File: config.mk
export PLATFORM = sky130hd
export DESIGN_NAME = multicycle_ctrl_flat
export DESIGN_NICKNAME = d
export VERILOG_FILES = /design/src/rtl/mc_defs.sv /design/src/rtl/multicycle_ctrl_if.sv /design/src/rtl/mc_decode.sv /design/src/rtl/multicycle_ctrl.sv /design/src/flat_wrapper.sv
export SDC_FILE = /design/constraint.sdc
export NUM_CORES = 1
export LEC_CHECK = 0
export ABC_AREA = 1
export CAP_MARGIN = 10
export CORE_ASPECT_RATIO = 0.6
export CORE_UTILIZATION = 40
export CTS_BUF_LIST = sky130_fd_sc_hd__clkbuf_16
export DETAILED_ROUTE_END_ITERATION = 8
export PLACE_DENSITY = 0.67
export SETUP_SLACK_MARGIN = 0.02
export SYNTH_ARGS = -nofsm -noshare
export SYNTH_HDL_FRONTEND = slang
export SYNTH_SLANG_ARGS = --single-unit
File: constraint.sdc
create_clock -name clk -period 2.65 [get_ports clk]
set_input_delay 0.53 -clock clk [delete_from_list [all_inputs] [get_ports clk]]
set_output_delay 0.53 -clock clk [all_outputs]
set_load 0.02 [all_outputs]
File: src/rtl/mc_defs.sv
// Shared definitions for the multi-cycle MIPS-subset sequencer: FSM states,
// instruction classes, opcode/func encodings, ALU and PC-source codes.
package mc_defs;

    typedef enum logic [2:0] {
        S_IF   = 3'd0,
        S_ID   = 3'd1,
        S_EX   = 3'd2,
        S_MEM  = 3'd3,
        S_WB   = 3'd4,
        S_HALT = 3'd5
    } state_t;

    // C_NOP doubles as "undecodable": the top decides whether it traps or retires.
    typedef enum logic [3:0] {
        C_ALU, C_LW, C_SW, C_BEQ, C_BNE, C_J, C_JAL, C_JR, C_NOP
    } iclass_t;

    typedef struct packed {
        iclass_t    cls;
        logic [3:0] aluc;
        logic       sext;
        logic       shift;
        logic       regrt;
        logic       alu_src;
    } dec_t;

    localparam logic [5:0] OP_RTYPE = 6'b000000;
    localparam logic [5:0] OP_J     = 6'b000010;
    localparam logic [5:0] OP_JAL   = 6'b000011;
    localparam logic [5:0] OP_BEQ   = 6'b000100;
    localparam logic [5:0] OP_BNE   = 6'b000101;
    localparam logic [5:0] OP_ADDI  = 6'b001000;
    localparam logic [5:0] OP_ANDI  = 6'b001100;
    localparam logic [5:0] OP_ORI   = 6'b001101;
    localparam logic [5:0] OP_XORI  = 6'b001110;
    localparam logic [5:0] OP_LUI   = 6'b001111;
    localparam logic [5:0] OP_LW    = 6'b100011;
    localparam logic [5:0] OP_SW    = 6'b101011;

    localparam logic [5:0] FN_SLL   = 6'b000000;
    localparam logic [5:0] FN_SRL   = 6'b000010;
    localparam logic [5:0] FN_SRA   = 6'b000011;
    localparam logic [5:0] FN_JR    = 6'b001000;
    localparam logic [5:0] FN_ADD   = 6'b100000;
    localparam logic [5:0] FN_SUB   = 6'b100010;
    localparam logic [5:0] FN_AND   = 6'b100100;
    localparam logic [5:0] FN_OR    = 6'b100101;
    localparam logic [5:0] FN_XOR   = 6'b100110;

    localparam logic [3:0] ALUC_ADD = 4'b0000;
    localparam logic [3:0] ALUC_SUB = 4'b0100;
    localparam logic [3:0] ALUC_AND = 4'b0001;
    localparam logic [3:0] ALUC_OR  = 4'b0101;
    localparam logic [3:0] ALUC_XOR = 4'b0010;
    localparam logic [3:0] ALUC_SLL = 4'b0011;
    localparam logic [3:0] ALUC_SRL = 4'b0111;
    localparam logic [3:0] ALUC_SRA = 4'b1111;
    localparam logic [3:0] ALUC_LUI = 4'b0110;

    localparam logic [1:0] PCS_PC4  = 2'b00;
    localparam logic [1:0] PCS_BR   = 2'b01;
    localparam logic [1:0] PCS_RS   = 2'b10;
    localparam logic [1:0] PCS_JMP  = 2'b11;

endpackage

File: src/rtl/multicycle_ctrl_if.sv
// Unified-memory request/acknowledge port shared by instruction fetch and
// data access; the sequencer is the master, the memory the slave.
interface multicycle_ctrl_if;
    logic mem_req;
    logic mem_sel;
    logic mem_we;
    logic mem_ack;

    modport master (output mem_req, output mem_sel, output mem_we, input mem_ack);
    modport slave  (input mem_req, input mem_sel, input mem_we, output mem_ack);
endinterface

File: src/rtl/mc_decode.sv
// Combinational instruction decode: op/func -> class plus the ALU-side
// controls that stay constant from ID to the end of the instruction.
module mc_decode
    import mc_defs::*;
(
    input  logic [5:0] op_i,
    input  logic [5:0] func_i,
    output dec_t       dec_o
);

    always_comb begin
        dec_o.cls     = C_NOP;
        dec_o.aluc    = ALUC_ADD;
        dec_o.sext    = 1'b0;
        dec_o.shift   = 1'b0;
        dec_o.regrt   = 1'b0;
        dec_o.alu_src = 1'b0;
        case (op_i)
            OP_RTYPE: begin
                case (func_i)
                    FN_ADD: dec_o.cls = C_ALU;
                    FN_SUB: begin dec_o.cls = C_ALU; dec_o.aluc = ALUC_SUB; end
                    FN_AND: begin dec_o.cls = C_ALU; dec_o.aluc = ALUC_AND; end
                    FN_OR:  begin dec_o.cls = C_ALU; dec_o.aluc = ALUC_OR;  end
                    FN_XOR: begin dec_o.cls = C_ALU; dec_o.aluc = ALUC_XOR; end
                    FN_SLL: begin dec_o.cls = C_ALU; dec_o.aluc = ALUC_SLL; dec_o.shift = 1'b1; end
                    FN_SRL: begin dec_o.cls = C_ALU; dec_o.aluc = ALUC_SRL; dec_o.shift = 1'b1; end
                    FN_SRA: begin dec_o.cls = C_ALU; dec_o.aluc = ALUC_SRA; dec_o.shift = 1'b1; end
                    FN_JR:  dec_o.cls = C_JR;
                    default: ;
                endcase
            end
            OP_ADDI: begin
                dec_o.cls = C_ALU; dec_o.sext = 1'b1; dec_o.regrt = 1'b1; dec_o.alu_src = 1'b1;
            end
            // Logical immediates zero-extend.
            OP_ANDI: begin
                dec_o.cls = C_ALU; dec_o.aluc = ALUC_AND; dec_o.regrt = 1'b1; dec_o.alu_src = 1'b1;
            end
            OP_ORI: begin
                dec_o.cls = C_ALU; dec_o.aluc = ALUC_OR; dec_o.regrt = 1'b1; dec_o.alu_src = 1'b1;
            end
            OP_XORI: begin
                dec_o.cls = C_ALU; dec_o.aluc = ALUC_XOR; dec_o.regrt = 1'b1; dec_o.alu_src = 1'b1;
            end
            OP_LUI: begin
                dec_o.cls = C_ALU; dec_o.aluc = ALUC_LUI; dec_o.regrt = 1'b1; dec_o.alu_src = 1'b1;
            end
            OP_LW: begin
                dec_o.cls = C_LW; dec_o.sext = 1'b1; dec_o.regrt = 1'b1; dec_o.alu_src = 1'b1;
            end
            OP_SW: begin
                dec_o.cls = C_SW; dec_o.sext = 1'b1; dec_o.regrt = 1'b1; dec_o.alu_src = 1'b1;
            end
            OP_BEQ: begin
                dec_o.cls = C_BEQ; dec_o.aluc = ALUC_SUB; dec_o.sext = 1'b1; dec_o.regrt = 1'b1;
            end
            OP_BNE: begin
                dec_o.cls = C_BNE; dec_o.aluc = ALUC_SUB; dec_o.sext = 1'b1; dec_o.regrt = 1'b1;
            end
            OP_J:    dec_o.cls = C_J;
            OP_JAL:  dec_o.cls = C_JAL;
            default: ;
        endcase
    end

endmodule

File: src/rtl/multicycle_ctrl.sv
// Multi-cycle IF/ID/EX/MEM/WB sequencer with shared memory handshake and timeout.
// Build option MULTICYCLE_CTRL_ILLEGAL_TRAP_EN: undecodable instructions halt with illegal=1.
module multicycle_ctrl
    import mc_defs::*;
#(
    parameter int WAIT_MAX = 15,
    parameter int CNT_W    = 4
)(
    input  logic        clk,
    input  logic        rst_n,
    input  logic [5:0]  op,
    input  logic [5:0]  func,
    input  logic        z,
    multicycle_ctrl_if.master mem,
    output logic        ir_we,
    output logic        pc_we,
    output logic [1:0]  pcsource,
    output logic        reg_we,
    output logic        regrt,
    output logic        jal,
    output logic        m2reg,
    output logic        alu_src,
    output logic        sext,
    output logic        shift,
    output logic [3:0]  aluc,
    output logic        instr_done,
    output logic        bus_err,
    output logic        illegal
);

    state_t           state_q, state_d;
    logic [CNT_W-1:0] cnt_q, cnt_d;
    logic             bus_err_q, bus_err_d;
    logic             illegal_q, illegal_d;
    logic [5:0]       op_q, func_q;
    logic [5:0]       op_sel, func_sel;
    dec_t             dec;
    logic             req_st;
    logic             timeout;

    // ID decodes the live IR fields; later states use the copy taken in ID.
    assign op_sel   = (state_q == S_ID) ? op   : op_q;
    assign func_sel = (state_q == S_ID) ? func : func_q;

    mc_decode u_decode (
        .op_i   (op_sel),
        .func_i (func_sel),
        .dec_o  (dec)
    );

    assign req_st  = (state_q == S_IF) || (state_q == S_MEM);
    assign timeout = req_st && !mem.mem_ack && (cnt_q == CNT_W'(WAIT_MAX - 1));

    always_ff @(posedge clk or negedge rst_n) begin
        if (!rst_n) begin
            state_q   <= S_IF;
            cnt_q     <= '0;
            bus_err_q <= 1'b0;
            illegal_q <= 1'b0;
        end else begin
            state_q   <= state_d;
            cnt_q     <= cnt_d;
            bus_err_q <= bus_err_d;
            illegal_q <= illegal_d;
        end
    end

    always_ff @(posedge clk) begin
        if (state_q == S_ID) begin
            op_q   <= op;
            func_q <= func;
        end
    end

    always_comb begin
        state_d   = state_q;
        bus_err_d = bus_err_q;
        illegal_d = illegal_q;
        case (state_q)
            S_IF: begin
                if (mem.mem_ack) begin
                    state_d = S_ID;
                end else if (timeout) begin
                    state_d   = S_HALT;
                    bus_err_d = 1'b1;
                end
            end
            S_ID: begin
                case (dec.cls)
                    C_J, C_JAL, C_JR: state_d = S_IF;
                    C_NOP: begin
`ifdef MULTICYCLE_CTRL_ILLEGAL_TRAP_EN
                        state_d   = S_HALT;
                        illegal_d = 1'b1;
`else
                        state_d   = S_IF;
`endif
                    end
                    default: state_d = S_EX;
                endcase
            end
            S_EX: begin
                case (dec.cls)
                    C_BEQ, C_BNE: state_d = S_IF;
                    C_LW, C_SW:   state_d = S_MEM;
                    default:      state_d = S_WB;
                endcase
            end
            S_MEM: begin
                if (mem.mem_ack) begin
                    state_d = (dec.cls == C_SW) ? S_IF : S_WB;
                end else if (timeout) begin
                    state_d   = S_HALT;
                    bus_err_d = 1'b1;
                end
            end
            S_WB:    state_d = S_IF;
            S_HALT:  state_d = S_HALT;
            default: state_d = S_HALT;
        endcase
    end

    // Counter restarts on every ack and on every state change, so each access gets its own budget.
    always_comb begin
        if (!req_st || mem.mem_ack || (state_d != state_q)) begin
            cnt_d = '0;
        end else begin
            cnt_d = cnt_q + 1'b1;
        end
    end

    always_comb begin
        mem.mem_req = 1'b0;
        mem.mem_sel = 1'b0;
        mem.mem_we  = 1'b0;
        ir_we       = 1'b0;
        pc_we       = 1'b0;
        pcsource    = PCS_PC4;
        reg_we      = 1'b0;
        regrt       = 1'b0;
        jal         = 1'b0;
        m2reg       = 1'b0;
        alu_src     = 1'b0;
        sext        = 1'b0;
        shift       = 1'b0;
        aluc        = ALUC_ADD;
        instr_done  = 1'b0;
        bus_err     = bus_err_q;
        illegal     = illegal_q;
        // Gating with rst_n drops an in-flight request the moment reset asserts.
        if (rst_n && (state_q != S_IF) && (state_q != S_HALT)) begin
            aluc    = dec.aluc;
            sext    = dec.sext;
            shift   = dec.shift;
            regrt   = dec.regrt;
            alu_src = dec.alu_src;
        end
        if (rst_n) begin
            case (state_q)
                S_IF: begin
                    mem.mem_req = 1'b1;
                    if (mem.mem_ack) begin
                        ir_we = 1'b1;
                        pc_we = 1'b1;
                    end
                end
                S_ID: begin
                    case (dec.cls)
                        C_J: begin
                            pc_we = 1'b1; pcsource = PCS_JMP; instr_done = 1'b1;
                        end
                        C_JAL: begin
                            pc_we = 1'b1; pcsource = PCS_JMP; instr_done = 1'b1;
                            reg_we = 1'b1; jal = 1'b1;
                        end
                        C_JR: begin
                            pc_we = 1'b1; pcsource = PCS_RS; instr_done = 1'b1;
                        end
`ifndef MULTICYCLE_CTRL_ILLEGAL_TRAP_EN
                        C_NOP: instr_done = 1'b1;
`endif
                        default: ;
                    endcase
                end
                S_EX: begin
                    if (dec.cls == C_BEQ || dec.cls == C_BNE) begin
                        pc_we      = (dec.cls == C_BEQ) ? z : ~z;
                        pcsource   = PCS_BR;
                        instr_done = 1'b1;
                    end
                end
                S_MEM: begin
                    mem.mem_req = 1'b1;
                    mem.mem_sel = 1'b1;
                    mem.mem_we  = (dec.cls == C_SW);
                    instr_done  = mem.mem_ack && (dec.cls == C_SW);
                end
                S_WB: begin
                    reg_we     = 1'b1;
                    m2reg      = (dec.cls == C_LW);
                    instr_done = 1'b1;
                end
                default: ;
            endcase
        end
    end

endmodule

File: src/flat_wrapper.sv
// flat-port wrapper written by rule: the top's interface ports become plain ports
module multicycle_ctrl_flat import mc_defs::*;
#(
    parameter int WAIT_MAX = 15,
    parameter int CNT_W    = 4
)
  (clk, rst_n, op, func, z, ir_we, pc_we, pcsource, reg_we, regrt, jal, m2reg, alu_src, sext, shift, aluc, instr_done, bus_err, illegal, mem_mem_req, mem_mem_sel, mem_mem_we, mem_mem_ack);
  multicycle_ctrl_if mem_i ();
  input  logic clk;
  input  logic rst_n;
  input  logic [5:0] op;
  input  logic [5:0] func;
  input  logic z;
  output logic ir_we;
  output logic pc_we;
  output logic [1:0] pcsource;
  output logic reg_we;
  output logic regrt;
  output logic jal;
  output logic m2reg;
  output logic alu_src;
  output logic sext;
  output logic shift;
  output logic [3:0] aluc;
  output logic instr_done;
  output logic bus_err;
  output logic illegal;
  output wire logic [$bits(mem_i.mem_req)-1:0] mem_mem_req;
  output wire logic [$bits(mem_i.mem_sel)-1:0] mem_mem_sel;
  output wire logic [$bits(mem_i.mem_we)-1:0] mem_mem_we;
  input wire logic [$bits(mem_i.mem_ack)-1:0] mem_mem_ack;
  assign mem_mem_req = mem_i.mem_req;
  assign mem_mem_sel = mem_i.mem_sel;
  assign mem_mem_we = mem_i.mem_we;
  assign mem_i.mem_ack = mem_mem_ack;
  multicycle_ctrl #(.WAIT_MAX(WAIT_MAX), .CNT_W(CNT_W)) u_core (.clk(clk), .rst_n(rst_n), .op(op), .func(func), .z(z), .mem(mem_i), .ir_we(ir_we), .pc_we(pc_we), .pcsource(pcsource), .reg_we(reg_we), .regrt(regrt), .jal(jal), .m2reg(m2reg), .alu_src(alu_src), .sext(sext), .shift(shift), .aluc(aluc), .instr_done(instr_done), .bus_err(bus_err), .illegal(illegal));
endmodule
==> impl_metrics.ini <==
[clock_network]
cts-buffers-inserted = 3
cts_tree = done
clk_latency_ns = 0.25
cts-root-buf = clkbuf_16
clockBufferDepth = 2
h-tree-depth = 1
path_clk_slew_ns = 0.06
clock-sinks = 20

[global_route]
grt_overflow = 0
grt_start_max_net_pins = 13
grt_pass1_wl_um = 9530
grt_use_total = 0.318
grt_pass1_vias = 1937
antenna_found_initial = 0

[placement]
place_ws_ns = -0.602
numPortBuffers = 35
gp_congestion = 0.885
dp_hpwl_um = 3930

[critical_path]
r2r_slack_ns = 0.10
worstPathMaxFanout = 8
cp.required_ns = 2.12
end_kind = output port
cp.arrival_ns = 2.44
reg2regPathDepth = 12
crit_path_start_kind = flip-flop
r2r-start = u_core.state_q[2]
r2r-end = u_core.cnt_q[1]
worstSetupPathType = flip-flop to output port

[route]
wl_per_cell_um = 19.5
drc_errors = 2
ant_nets = 0
via_count = 2319
via_per_inst = 5.87
drt_wl_total_um = 7700
drt_iter0_drc = 279
dr.pass1.iters = 8

[die]
die_h_um = 50.0
pin_count = 37
rows = 17
initial_core_util = 0.418
fp.coreArea_mm2 = 0.00368
die_x_um = 82.0
die_area_mm2 = 0.00410

[run_status]
violations = DRC, setup timing
outcome = complete, but fails checks

[logic_synthesis]
synth_fa_ha_area_frac = 0.0163
synth_top_cell_by_area = nand2_1
synthSimpleGateAreaFrac = 0.456
synth-edff-count = 0
synth_area_leaders = nand2_1 (16%), dfxtp_1 (16%), dfrtp_1 (13%)
synth-seq-cells = 20
synth_top_family_by_area = simple AND/OR/NAND/NOR gates
synth_ff_type = dfxtp_1
synth_fp_nets = 261
yosysSeqAreaShare = 0.286
synth.area.mux_share = 0
synth_xor_area_frac = 0.0171
synthArstFlopShare = 0.400
synth_area_mm2 = 0.00154
yosys.cell_count.top_type = nand2_1
yosys_warnings = 0
synth_compound_area_frac = 0.105
synthTopCellsByCount = nand2_1 (66), inv_1 (27), nor2_1 (25)
synth.distinct_cells = 33
synth_cells = 243
yosys.area.top_type_share = 0.161
postSynthAreaPerCell_um2 = 6.33

[sta]
holdWs_ns = 0.463
fin_crit_sh = 1.12
hold_viol_final = 0
fin_ws_ns = -0.316
rsz0062_at_grt = true
slew_violations = 0
period_minus_slack_ns = 2.97
fin_skew_ns = 0.00210
fmax_mhz = 337
setup_viol = 12

[power_and_ir_drop]
power.leakage_nw = 1.45
powerDensity_mw_per_mm2 = 264
ir_drop_mv = 0.257

[layout]
drive_gt1_frac = 0.514
diodes = 0
area_growth_pct = 89.9
nets = 367

[flow_run]
max_cap_viol_count = 0

[hold_path]
hold_start = u_core.bus_err
hold_end = u_core.bus_err
hold_path_class = flip-flop to flip-flop
worstHoldPathCells = 2
## power breakdown
part | switching (mW) | internal [mW]
registers | 0 | 0.302
clock network | 0.124 | 0.300
logic | 0.0202 | 0.0243
total | 0.145 | 0.627
## layout make-up
type                            count  area, µm²
Timing Repair Buffer              104        861
Sequential cell                    20        442
Clock buffer                        3       75.1
Clock inverter                      1       30.0
Tap cell                           47       58.8
Multi-Input combinational cell    185       1310
Fill cell                         238        759
Inverter                           35        146
## worst max-delay path: stages, from the launching register on
cell and delay [ns]:
dfrtp_1 0.41, clkinv_4 0.14, nand2_2 0.11, nor2_4 0.05, buf_12 0.14, buf_4 0.13, nand2_2 0.05, nand2_2 0.07
nor2_4 0.23, nand3_2 0.15, nand2_1 0.10, nor2_1 0.05, nand2_1 0.06, nand3_2 0.08, nand2_2 0.09, nand3_2 0.08
nand2_2 0.09, inv_2 0.04, buf_6 0.12
## sequential cells by signal, indices dropped and copies added (netlist names)
signal / count
u_core.state_q: 3
u_core.func_q: 6
u_core.op_q: 6
u_core.bus_err: 1
u_core.cnt_q: 4
## worst max-delay path by stage
stage | from | endpoint | slack, ns | cells after the start
finish | u_core.state_q[1] | instr_done | -0.32 | 18
global route | u_core.state_q[0] | instr_done | -0.36 | 15
detailed placement | op[4] | instr_done | -0.60 | 14
global placement | op[2] | instr_done | -0.62 | 14
CTS | u_core.state_q[1] | instr_done | -0.08 | 18
floorplan | u_core.state_q[1] | instr_done | 0.29 | 16
## layout by cell type, fill, tap and decap left out, types with 7 or more instances in the layout
cell type | netlist | final
nor2_4 | 2 | 14
inv_1 | 27 | 24
buf_6 | 2 | 7
nand2_2 | 7 | 16
nand4_1 | 8 | 8
nand2_4 | 0 | 12
buf_4 | 3 | 73
clkdlybuf4s50_1 | 0 | 16
dfrtp_1 | 8 | 7
nand3_2 | 2 | 14
nor2_1 | 25 | 18
nand3_1 | 24 | 11
dfxtp_1 | 12 | 12
nand2_1 | 66 | 44
## per-stage QoR
stage          power [mW]  area, µm²  utilization  TNS, ns  std cells
6_report            0.771       2920        0.794    -1.67        395
5_1_grt             0.788       2920        0.794    -2.21        395
4_1_cts             0.766       2680        0.729   -0.246        383
3_5_place_dp        0.347       2290        0.623    -6.28        372
3_3_place_gp        0.346       2290        0.623    -6.43        372
2_1_floorplan       0.315       1540            -        0        243
## layer usage
| metal | wire, µm | GRT usage |
|---|---|---|
| met4 | 460 | 0.0819 |
| met3 | 944 | 0.0944 |
| met1 | 3010 | 0.459 |
| met2 | 3280 | 0.452 |
| met5 | 0 | 0 |
## repair_timing
action                                  in CTS  in global routing
gates resized for setup                    133                 53
pin swaps                                   32                 35
hold buffers                                 0                  0
endpoints found under the setup margin      17                 22
setup buffers                                5                 13
gates cloned                                 2                  0
hold endpoints to repair                     0                  0
## kinds of logic after synthesis
| family | count (synthesis) |
|---|---|
| AOI/OAI and AO/OA | 28 |
| xor gates and xnor gates | 3 |
| adders and majority gates | 2 |
| buffers and inverters | 40 |
| DFF | 20 |
| other | 1 |
| and+or+nand+nor | 149 |
(Power assumes the default switching activity.)
